===== config.mk =====
export PLATFORM = sky130hd
export DESIGN_NAME = requant_relu_flat
export DESIGN_NICKNAME = d
export VERILOG_FILES = /design/src/rtl/requant_relu_if.sv /design/src/rtl/requant_relu.sv /design/src/flat_wrapper.sv
export SDC_FILE = /design/constraint.sdc
export NUM_CORES = 1
export LEC_CHECK = 0
export ABC_AREA = 1
export BUFFER_PORTS_ARGS = -buffer_cell sky130_fd_sc_hd__buf_2
export CAP_MARGIN = 15
export CORE_UTILIZATION = 45
export CTS_CLUSTER_DIAMETER = 150
export DETAILED_ROUTE_END_ITERATION = 7
export HOLD_SLACK_MARGIN = 0.12
export PLACE_DENSITY = 0.6
export RECOVER_POWER = 50
export SYNTH_ARGS = -nofsm -noshare
export SYNTH_HDL_FRONTEND = slang
export SYNTH_SLANG_ARGS = --single-unit
export TNS_END_PERCENT = 100

===== constraint.sdc =====
create_clock -name clk -period 3.68 [get_ports clk]
set_clock_uncertainty 0.1 [all_clocks]
set_input_delay 1.104 -clock clk [delete_from_list [all_inputs] [get_ports clk]]
set_output_delay 1.104 -clock clk [all_outputs]
set_load 0.02 [all_outputs]

===== src/rtl/requant_relu_if.sv =====
// Stream interface between the PE array, the requant/ReLU stage and the pooling write port.
// The bias field exists only when REQUANT_BIAS_EN is defined.
interface requant_relu_if #(
    parameter int PSUM_BITWIDTH    = 32,
    parameter int DATA_BITWIDTH    = 8,
    parameter int ADDRESS_BITWIDTH = 12,
    parameter int SHIFT_BITWIDTH   = 5
) ();
    logic                               enable;
    logic                               set_info;
    logic        [ADDRESS_BITWIDTH-1:0] e_size;
    logic        [ADDRESS_BITWIDTH-1:0] f_size;
    logic        [SHIFT_BITWIDTH-1:0]   shift;
    logic                               relu;
`ifdef REQUANT_BIAS_EN
    logic signed [PSUM_BITWIDTH-1:0]    bias;
`endif
    logic signed [PSUM_BITWIDTH-1:0]    psum_in;
    logic                               psum_valid;
    logic                               psum_ready;
    logic signed [DATA_BITWIDTH-1:0]    data_out;
    logic        [ADDRESS_BITWIDTH-1:0] e_out;
    logic        [ADDRESS_BITWIDTH-1:0] f_out;
    logic                               out_valid;
    logic                               out_ready;
    logic                               busy;
    logic                               done;

    modport slave (
        input  enable, set_info, e_size, f_size, shift, relu,
`ifdef REQUANT_BIAS_EN
        input  bias,
`endif
        input  psum_in, psum_valid, out_ready,
        output psum_ready, data_out, e_out, f_out, out_valid, busy, done
    );

    modport master (
        output enable, set_info, e_size, f_size, shift, relu,
`ifdef REQUANT_BIAS_EN
        output bias,
`endif
        output psum_in, psum_valid, out_ready,
        input  psum_ready, data_out, e_out, f_out, out_valid, busy, done
    );
endinterface


===== src/rtl/requant_relu.sv =====
// Requantization stage: rounding right shift, optional ReLU, saturation, raster (e,f) tagging.
// Define REQUANT_BIAS_EN to add a per-frame bias that is summed in before the shift.
module requant_relu #(
    parameter int PSUM_BITWIDTH    = 32,
    parameter int DATA_BITWIDTH    = 8,
    parameter int ADDRESS_BITWIDTH = 12,
    parameter int SHIFT_BITWIDTH   = 5
) (
    input  logic           clk,
    input  logic           rst,
    requant_relu_if.slave  bus
);

    localparam int SUM_W = PSUM_BITWIDTH + 2;
    localparam int CNT_W = 2 * ADDRESS_BITWIDTH;
    localparam logic        [CNT_W-1:0]            CNT_ONE  = CNT_W'(1);
    localparam logic        [ADDRESS_BITWIDTH-1:0] ADDR_ONE = ADDRESS_BITWIDTH'(1);
    localparam logic signed [SUM_W-1:0]            MAX_V    = SUM_W'((2 ** (DATA_BITWIDTH - 1)) - 1);
    localparam logic signed [SUM_W-1:0]            MIN_V    = ~MAX_V;

    typedef enum logic [1:0] {
        IDLE = 2'd0,
        RUN  = 2'd1,
        DONE = 2'd2
    } state_t;

    state_t r_state;
    state_t w_nextState;

    logic        [ADDRESS_BITWIDTH-1:0] r_eSize;
    logic        [ADDRESS_BITWIDTH-1:0] r_fSize;
    logic        [SHIFT_BITWIDTH-1:0]   r_shift;
    logic                               r_relu;
    logic        [CNT_W-1:0]            r_total;
    logic        [CNT_W-1:0]            r_inCount;
    logic        [ADDRESS_BITWIDTH-1:0] r_eOut;
    logic        [ADDRESS_BITWIDTH-1:0] r_fOut;
`ifdef REQUANT_BIAS_EN
    logic signed [PSUM_BITWIDTH-1:0]    r_bias;
`endif

    logic                               r_s1Valid;
    logic signed [SUM_W-1:0]            r_s1Val;
    logic                               r_s2Valid;
    logic signed [DATA_BITWIDTH-1:0]    r_dataOut;

    logic                               w_cfgLoad;
    logic                               w_outFire;
    logic                               w_s2Adv;
    logic                               w_s1Adv;
    logic                               w_psumReady;
    logic                               w_inFire;
    logic                               w_lastCol;
    logic                               w_lastPix;
    logic signed [SUM_W-1:0]            w_round;
    logic signed [SUM_W-1:0]            w_bias;
    logic signed [SUM_W-1:0]            w_sum;
    logic signed [SUM_W-1:0]            w_shifted;
    logic signed [DATA_BITWIDTH-1:0]    w_sat;

    assign w_cfgLoad   = (r_state == IDLE) && bus.enable && bus.set_info;
    assign w_outFire   = bus.enable && r_s2Valid && bus.out_ready;
    assign w_s2Adv     = bus.enable && (!r_s2Valid || bus.out_ready);
    assign w_s1Adv     = bus.enable && (!r_s1Valid || w_s2Adv);
    assign w_psumReady = (r_state == RUN) && (r_inCount < r_total) && w_s1Adv;
    assign w_inFire    = bus.psum_valid && w_psumReady;
    assign w_lastCol   = (r_fOut == (r_fSize - ADDR_ONE));
    assign w_lastPix   = w_lastCol && (r_eOut == (r_eSize - ADDR_ONE));

`ifdef REQUANT_BIAS_EN
    assign w_bias = SUM_W'(r_bias);
`else
    assign w_bias = '0;
`endif

    // Two guard bits keep psum + bias + half-LSB from overflowing before the shift.
    assign w_round   = (r_shift == '0) ? '0 : (SUM_W'(1) <<< (r_shift - 1'b1));
    assign w_sum     = SUM_W'(bus.psum_in) + w_bias + w_round;
    assign w_shifted = w_sum >>> r_shift;

    always_comb begin
        w_sat = r_s1Val[DATA_BITWIDTH-1:0];
        if (r_relu && (r_s1Val < 0)) begin
            w_sat = '0;
        end else if (r_s1Val > MAX_V) begin
            w_sat = MAX_V[DATA_BITWIDTH-1:0];
        end else if (r_s1Val < MIN_V) begin
            w_sat = MIN_V[DATA_BITWIDTH-1:0];
        end
    end

    always_ff @(posedge clk or negedge rst) begin
        if (!rst) begin
            r_state <= IDLE;
        end else begin
            r_state <= w_nextState;
        end
    end

    always_comb begin
        w_nextState = r_state;
        case (r_state)
            IDLE:    if (w_cfgLoad) w_nextState = RUN;
            RUN:     if (w_outFire && w_lastPix) w_nextState = DONE;
            DONE:    w_nextState = IDLE;
            default: w_nextState = IDLE;
        endcase
    end

    // Frame configuration is only captured from IDLE, so a stray set_info mid-frame is harmless.
    always_ff @(posedge clk or negedge rst) begin
        if (!rst) begin
            r_eSize <= '0;
            r_fSize <= '0;
            r_shift <= '0;
            r_relu  <= 1'b0;
            r_total <= '0;
`ifdef REQUANT_BIAS_EN
            r_bias  <= '0;
`endif
        end else if (w_cfgLoad) begin
            r_eSize <= bus.e_size;
            r_fSize <= bus.f_size;
            r_shift <= bus.shift;
            r_relu  <= bus.relu;
            r_total <= CNT_W'(bus.e_size) * CNT_W'(bus.f_size);
`ifdef REQUANT_BIAS_EN
            r_bias  <= bus.bias;
`endif
        end
    end

    always_ff @(posedge clk or negedge rst) begin
        if (!rst) begin
            r_inCount <= '0;
            r_eOut    <= '0;
            r_fOut    <= '0;
        end else if (w_cfgLoad) begin
            r_inCount <= '0;
            r_eOut    <= '0;
            r_fOut    <= '0;
        end else begin
            if (w_inFire) begin
                r_inCount <= r_inCount + CNT_ONE;
            end
            if (w_outFire && (r_state == RUN)) begin
                if (w_lastPix) begin
                    r_eOut <= '0;
                    r_fOut <= '0;
                end else if (w_lastCol) begin
                    r_eOut <= r_eOut + ADDR_ONE;
                    r_fOut <= '0;
                end else begin
                    r_fOut <= r_fOut + ADDR_ONE;
                end
            end
        end
    end

    // Each stage loads when it is empty or its content leaves in the same cycle.
    always_ff @(posedge clk or negedge rst) begin
        if (!rst) begin
            r_s1Valid <= 1'b0;
            r_s1Val   <= '0;
            r_s2Valid <= 1'b0;
            r_dataOut <= '0;
        end else begin
            if (w_s1Adv) begin
                r_s1Valid <= w_inFire;
                if (w_inFire) begin
                    r_s1Val <= w_shifted;
                end
            end
            if (w_s2Adv) begin
                r_s2Valid <= r_s1Valid;
                if (r_s1Valid) begin
                    r_dataOut <= w_sat;
                end
            end
        end
    end

    assign bus.psum_ready = w_psumReady;
    assign bus.out_valid  = r_s2Valid;
    assign bus.data_out   = r_dataOut;
    assign bus.e_out      = r_eOut;
    assign bus.f_out      = r_fOut;
    assign bus.busy       = (r_state == RUN);
    assign bus.done       = (r_state == DONE);

endmodule


===== src/flat_wrapper.sv =====
// flat-port wrapper written by rule: the top's interface ports become plain ports
module requant_relu_flat 
#(
    parameter int PSUM_BITWIDTH    = 32,
    parameter int DATA_BITWIDTH    = 8,
    parameter int ADDRESS_BITWIDTH = 12,
    parameter int SHIFT_BITWIDTH   = 5
)
  (clk, rst, bus_enable, bus_set_info, bus_e_size, bus_f_size, bus_shift, bus_relu, bus_psum_in, bus_psum_valid, bus_out_ready, bus_psum_ready, bus_data_out, bus_e_out, bus_f_out, bus_out_valid, bus_busy, bus_done);
  requant_relu_if #(.PSUM_BITWIDTH(PSUM_BITWIDTH), .DATA_BITWIDTH(DATA_BITWIDTH), .ADDRESS_BITWIDTH(ADDRESS_BITWIDTH), .SHIFT_BITWIDTH(SHIFT_BITWIDTH)) bus_i ();
  input  logic clk;
  input  logic rst;
  input wire logic [$bits(bus_i.enable)-1:0] bus_enable;
  input wire logic [$bits(bus_i.set_info)-1:0] bus_set_info;
  input wire logic [$bits(bus_i.e_size)-1:0] bus_e_size;
  input wire logic [$bits(bus_i.f_size)-1:0] bus_f_size;
  input wire logic [$bits(bus_i.shift)-1:0] bus_shift;
  input wire logic [$bits(bus_i.relu)-1:0] bus_relu;
  input wire logic [$bits(bus_i.psum_in)-1:0] bus_psum_in;
  input wire logic [$bits(bus_i.psum_valid)-1:0] bus_psum_valid;
  input wire logic [$bits(bus_i.out_ready)-1:0] bus_out_ready;
  output wire logic [$bits(bus_i.psum_ready)-1:0] bus_psum_ready;
  output wire logic [$bits(bus_i.data_out)-1:0] bus_data_out;
  output wire logic [$bits(bus_i.e_out)-1:0] bus_e_out;
  output wire logic [$bits(bus_i.f_out)-1:0] bus_f_out;
  output wire logic [$bits(bus_i.out_valid)-1:0] bus_out_valid;
  output wire logic [$bits(bus_i.busy)-1:0] bus_busy;
  output wire logic [$bits(bus_i.done)-1:0] bus_done;
  assign bus_i.enable = bus_enable;
  assign bus_i.set_info = bus_set_info;
  assign bus_i.e_size = bus_e_size;
  assign bus_i.f_size = bus_f_size;
  assign bus_i.shift = bus_shift;
  assign bus_i.relu = bus_relu;
  assign bus_i.psum_in = bus_psum_in;
  assign bus_i.psum_valid = bus_psum_valid;
  assign bus_i.out_ready = bus_out_ready;
  assign bus_psum_ready = bus_i.psum_ready;
  assign bus_data_out = bus_i.data_out;
  assign bus_e_out = bus_i.e_out;
  assign bus_f_out = bus_i.f_out;
  assign bus_out_valid = bus_i.out_valid;
  assign bus_busy = bus_i.busy;
  assign bus_done = bus_i.done;
  requant_relu #(.PSUM_BITWIDTH(PSUM_BITWIDTH), .DATA_BITWIDTH(DATA_BITWIDTH), .ADDRESS_BITWIDTH(ADDRESS_BITWIDTH), .SHIFT_BITWIDTH(SHIFT_BITWIDTH)) u_core (.clk(clk), .rst(rst), .bus(bus_i));
endmodule

==> run summary <==
# IOs: 104
number of flops mapped to enable cells by yosys: 0
cells on worst reg2reg path: 21
clk_lat worst skew: 0.44 ns
Final WS setup: -1.55 ns
Ys Warns: 0
Slowest-stage cell, CP: fa_1
Seq cells post-synth: 148
register area share after synthesis: 21.0%
Main synth FF type: dfrtp_1
CP max FO: 8
Cell Rows: 72
Lkg Pwr: 12.5 nW
CTS Sinks: 148
via/cell ratio: 5.14
cell mode on critical path: fa_1
Post-Syn Area: 0.0176 sq mm
first-pass GRT wire length: 85.9 mm
DP Wirelength: 42.9 mm
R2R setup slack: 0.11 ns
slowest stage delay, CP: 0.56 ns
top-count cell post-synth: nand2_1
Detail Route Antenna Nets: 0
failing checks: max-capacitance violations, max-slew violations, negative setup slack
routed length per instance: 15.4 um
CTS buffer count: 17
GPL Wtd Cong: 0.917
Nets: 3291
vias in the first global route: 16.8k
Commonest cells post-synth: nand2_1 (852), inv_1 (479), nand3_1 (246), nor2_1 (178), dfrtp_1 (148)
crit path launch: bus_e_size[5]
critical path's top delay family: adder cells
root buf cell: clkbuf_16
cell taking the most area after synthesis: dfrtp_1
Crit. path cell count: 22
Worst R2R Start: u_core.r_shift[0]
crit path DAT: 5.46 ns
total chip power: 19.5 mW
DRT Wirelength: 54.3 mm
Yosys cell types: 55
CP endpoint kind: register
CTS Buffer Depth: 2
minimum clock period after layout: 5.23 ns
Startpoint Class: input pin
Worst-path clk slew: 0.07 ns
synth top area cells: dfrtp_1 (21%), nand2_1 (18%), fa_1 (11%)
Slew Limit Headroom: -57.6%
total congestion overflow: 0
layout cell share with drive strength beyond 1: 29.2%
syn avg cell area: 6.53 sq um
H-tree levels: 4
Hold Path Class: reg -> reg
status: finished with violations
Peak VDD IR: 0.000744 V
Power Density: 828 mW/mm^2
fraction of registers with async set/reset: 100%
cell total after placement: 3453
die height: 200 um
crit path to: u_core.r_total[21]
worst-path cell chain: buf_12, nand2_4, fa_1, fa_1, fa_1, inv_2, fa_1, inv_2, fa_1, inv_2, ha_4, a21oi_4, o21ai_4, a21oi_4, o21bai_4, nand2_1, nand2_2, inv_2, o21ai_2, or2_4, nand3_1, nand2_1
Worst Path Required: 3.91 ns
Total Neg Setup Slack: -21.45 ns
largest net degree at the start of global routing: 95
max-slew violation count: 95
iteration count of the initial detailed-routing pass: 5
f_max: 191 MHz
Die W: 200 um
Finished Layout Cells: 3530
syn nets: 2993
Area after DPL: 0.0204 sq mm
port bufs: 103
RSZ-0062 raised after global routing: true
WHS: 0.369 ns
reg2reg end: u_core.r_s1Val[7]
# DRC: 0
total track usage: 27.2%
TritonCTS clock tree: yes
routed vias: 18.1k
Final setup viols: 19
final hold violation count: 0
Final Cycle Share: 142%
Max-Cap Viols: 1
Die ar.: 0.0400 sq mm
synthesis-to-layout area growth: 33.4%
Core Region: 0.0386 sq mm
drt initial violations: 1100
Synth top area share: 21.0%
# diodes: 0
Post-Synthesis Cells: 2701
Final Cell Area: 0.0235 sq mm
Initial Util: 45.6%
CP Class: in -> reg
antenna violations before repair: 1
worst-margin pin slew: 2.36 ns
Buf/Inv on CP: 5
metrics by stage:
stage	setup slack (ns)	utilization, %
floorplan	-1.80	-
global placement	-2.14	52.8
detailed placement	-2.16	52.8
CTS	-1.51	56.0
global route	-1.69	60.8
finish	-1.55	60.8
placed cells by master (no fill, tap or decap), types with 8 or more instances in the layout:
master       n
buf_12      13
buf_6       42
inv_2       36
ha_4        36
clkbuf_16   17
nor2_4      24
a22oi_1      8
o21ai_1     17
fa_2        10
o22ai_1     13
a21oi_2     25
o21ai_2     14
o211ai_1    10
nor4_1      11
xor2_1      49
nor3_1      32
ha_1        79
nand2_2    122
nand4_1     40
nand2_4     29
inv_1      445
buf_2       82
ha_2         8
buf_4      222
a21oi_1     48
o22ai_2      8
nand2_1    711
xor2_2       8
nand3_1    180
o21ai_0     77
dfrtp_1    147
xnor2_1     12
nand3_2     69
nor2_2      39
fa_1        91
nor2_1     121
area by class of cell:
class                   instances  area (sq um)
well taps                     518           648
repair buffers                369          2920
flip-flops and latches        148          3700
multi-input cells            1977         13800
fillers                      3570         15100
clock inverters                13           161
inverters                     486          1830
clock buffers                  19           453
sequential cells by signal, indices dropped and copies added (netlist names):
register and flops:
u_core.r_s1Valid 1, u_core.bus.f_out 12, u_core.r_total 24, u_core.bus.e_out 12, u_core.bus.data_out 8, u_core.r_inCount 24
u_core.bus.out_valid 1, u_core.r_shift 5, u_core.r_state 2, u_core.r_relu 1, u_core.r_fSize 12, u_core.r_eSize 12
u_core.r_s1Val 34
report_power, final:
group          switching [mW]  total, mW  leakage, nW  internal (mW)
clock network           0.774       1.84        0.303           1.06
registers               0.577       2.88         1.83           2.30
logic                    8.30       14.7         10.3           6.45
how the worst min path moves through the flow:
stage,start,slack [ns],end,cells past startpoint
floorplan,u_core.r_relu,0.33,u_core.bus.data_out[7],1
global placement,u_core.r_relu,0.34,u_core.bus.data_out[7],1
detailed placement,u_core.r_relu,0.35,u_core.bus.data_out[7],1
CTS,u_core.r_relu,0.36,u_core.bus.data_out[7],1
global route,u_core.r_relu,0.37,u_core.bus.data_out[7],1
finish,u_core.r_relu,0.37,u_core.bus.data_out[7],1
worst reg2reg max path: stages (launching register included):
cell,delay [ns]
dfrtp_1,0.41
buf_4,0.16
inv_2,0.07
nor2_4,0.04
buf_4,0.13
nand3_1,0.14
nor2_1,0.07
ha_1,0.41
nand2_1,0.13
nor2_1,0.26
nand2_1,0.12
buf_4,0.15
nor2_1,0.13
nand2_2,0.08
nand4_1,0.17
nand2_2,0.10
nand2_2,0.08
nand3_1,0.09
nand3_1,0.15
nand3_1,0.11
a21oi_1,0.25
o21ai_1,0.10
per-layer routing:
layer / vias to the layer above / GRT usage [%] / wire, um
met1: 8592 / 41.7 / 27000
met4: 2 / 4.47 / 502
met5: - / 0 / 13
met3: 37 / 3.66 / 2890
li1: 9048 / - / -
met2: 454 / 40.8 / 23900
logic make-up (layout without fill, tap and decap cells):
| kind of cell | count (synthesis) | after routing | synth area share, % |
|---|---|---|---|
| AND/OR/NAND/NOR | 1421 | 1421 | 34.1 |
| buffers and inverters | 576 | 887 | 12.4 |
| AO/OA/AOI/OAI | 256 | 256 | 8.47 |
| adder cells (fa/ha/maj) | 224 | 224 | 20.2 |
| flip-flops | 148 | 148 | 21.0 |
| XOR/XNOR | 73 | 73 | 3.67 |
| other | 2 | 2 | 0.0426 |
| multiplexers | 1 | 1 | 0.0568 |
what timing repair did:
item,in CTS,in global routing
endpoints found under the setup margin,52,53
pin swaps,70,161
setup buffers,15,32
gates resized for setup,131,430
gates cloned,0,0
hold buffers,0,0
No activity file was read; power rests on OpenSTA's default activity.
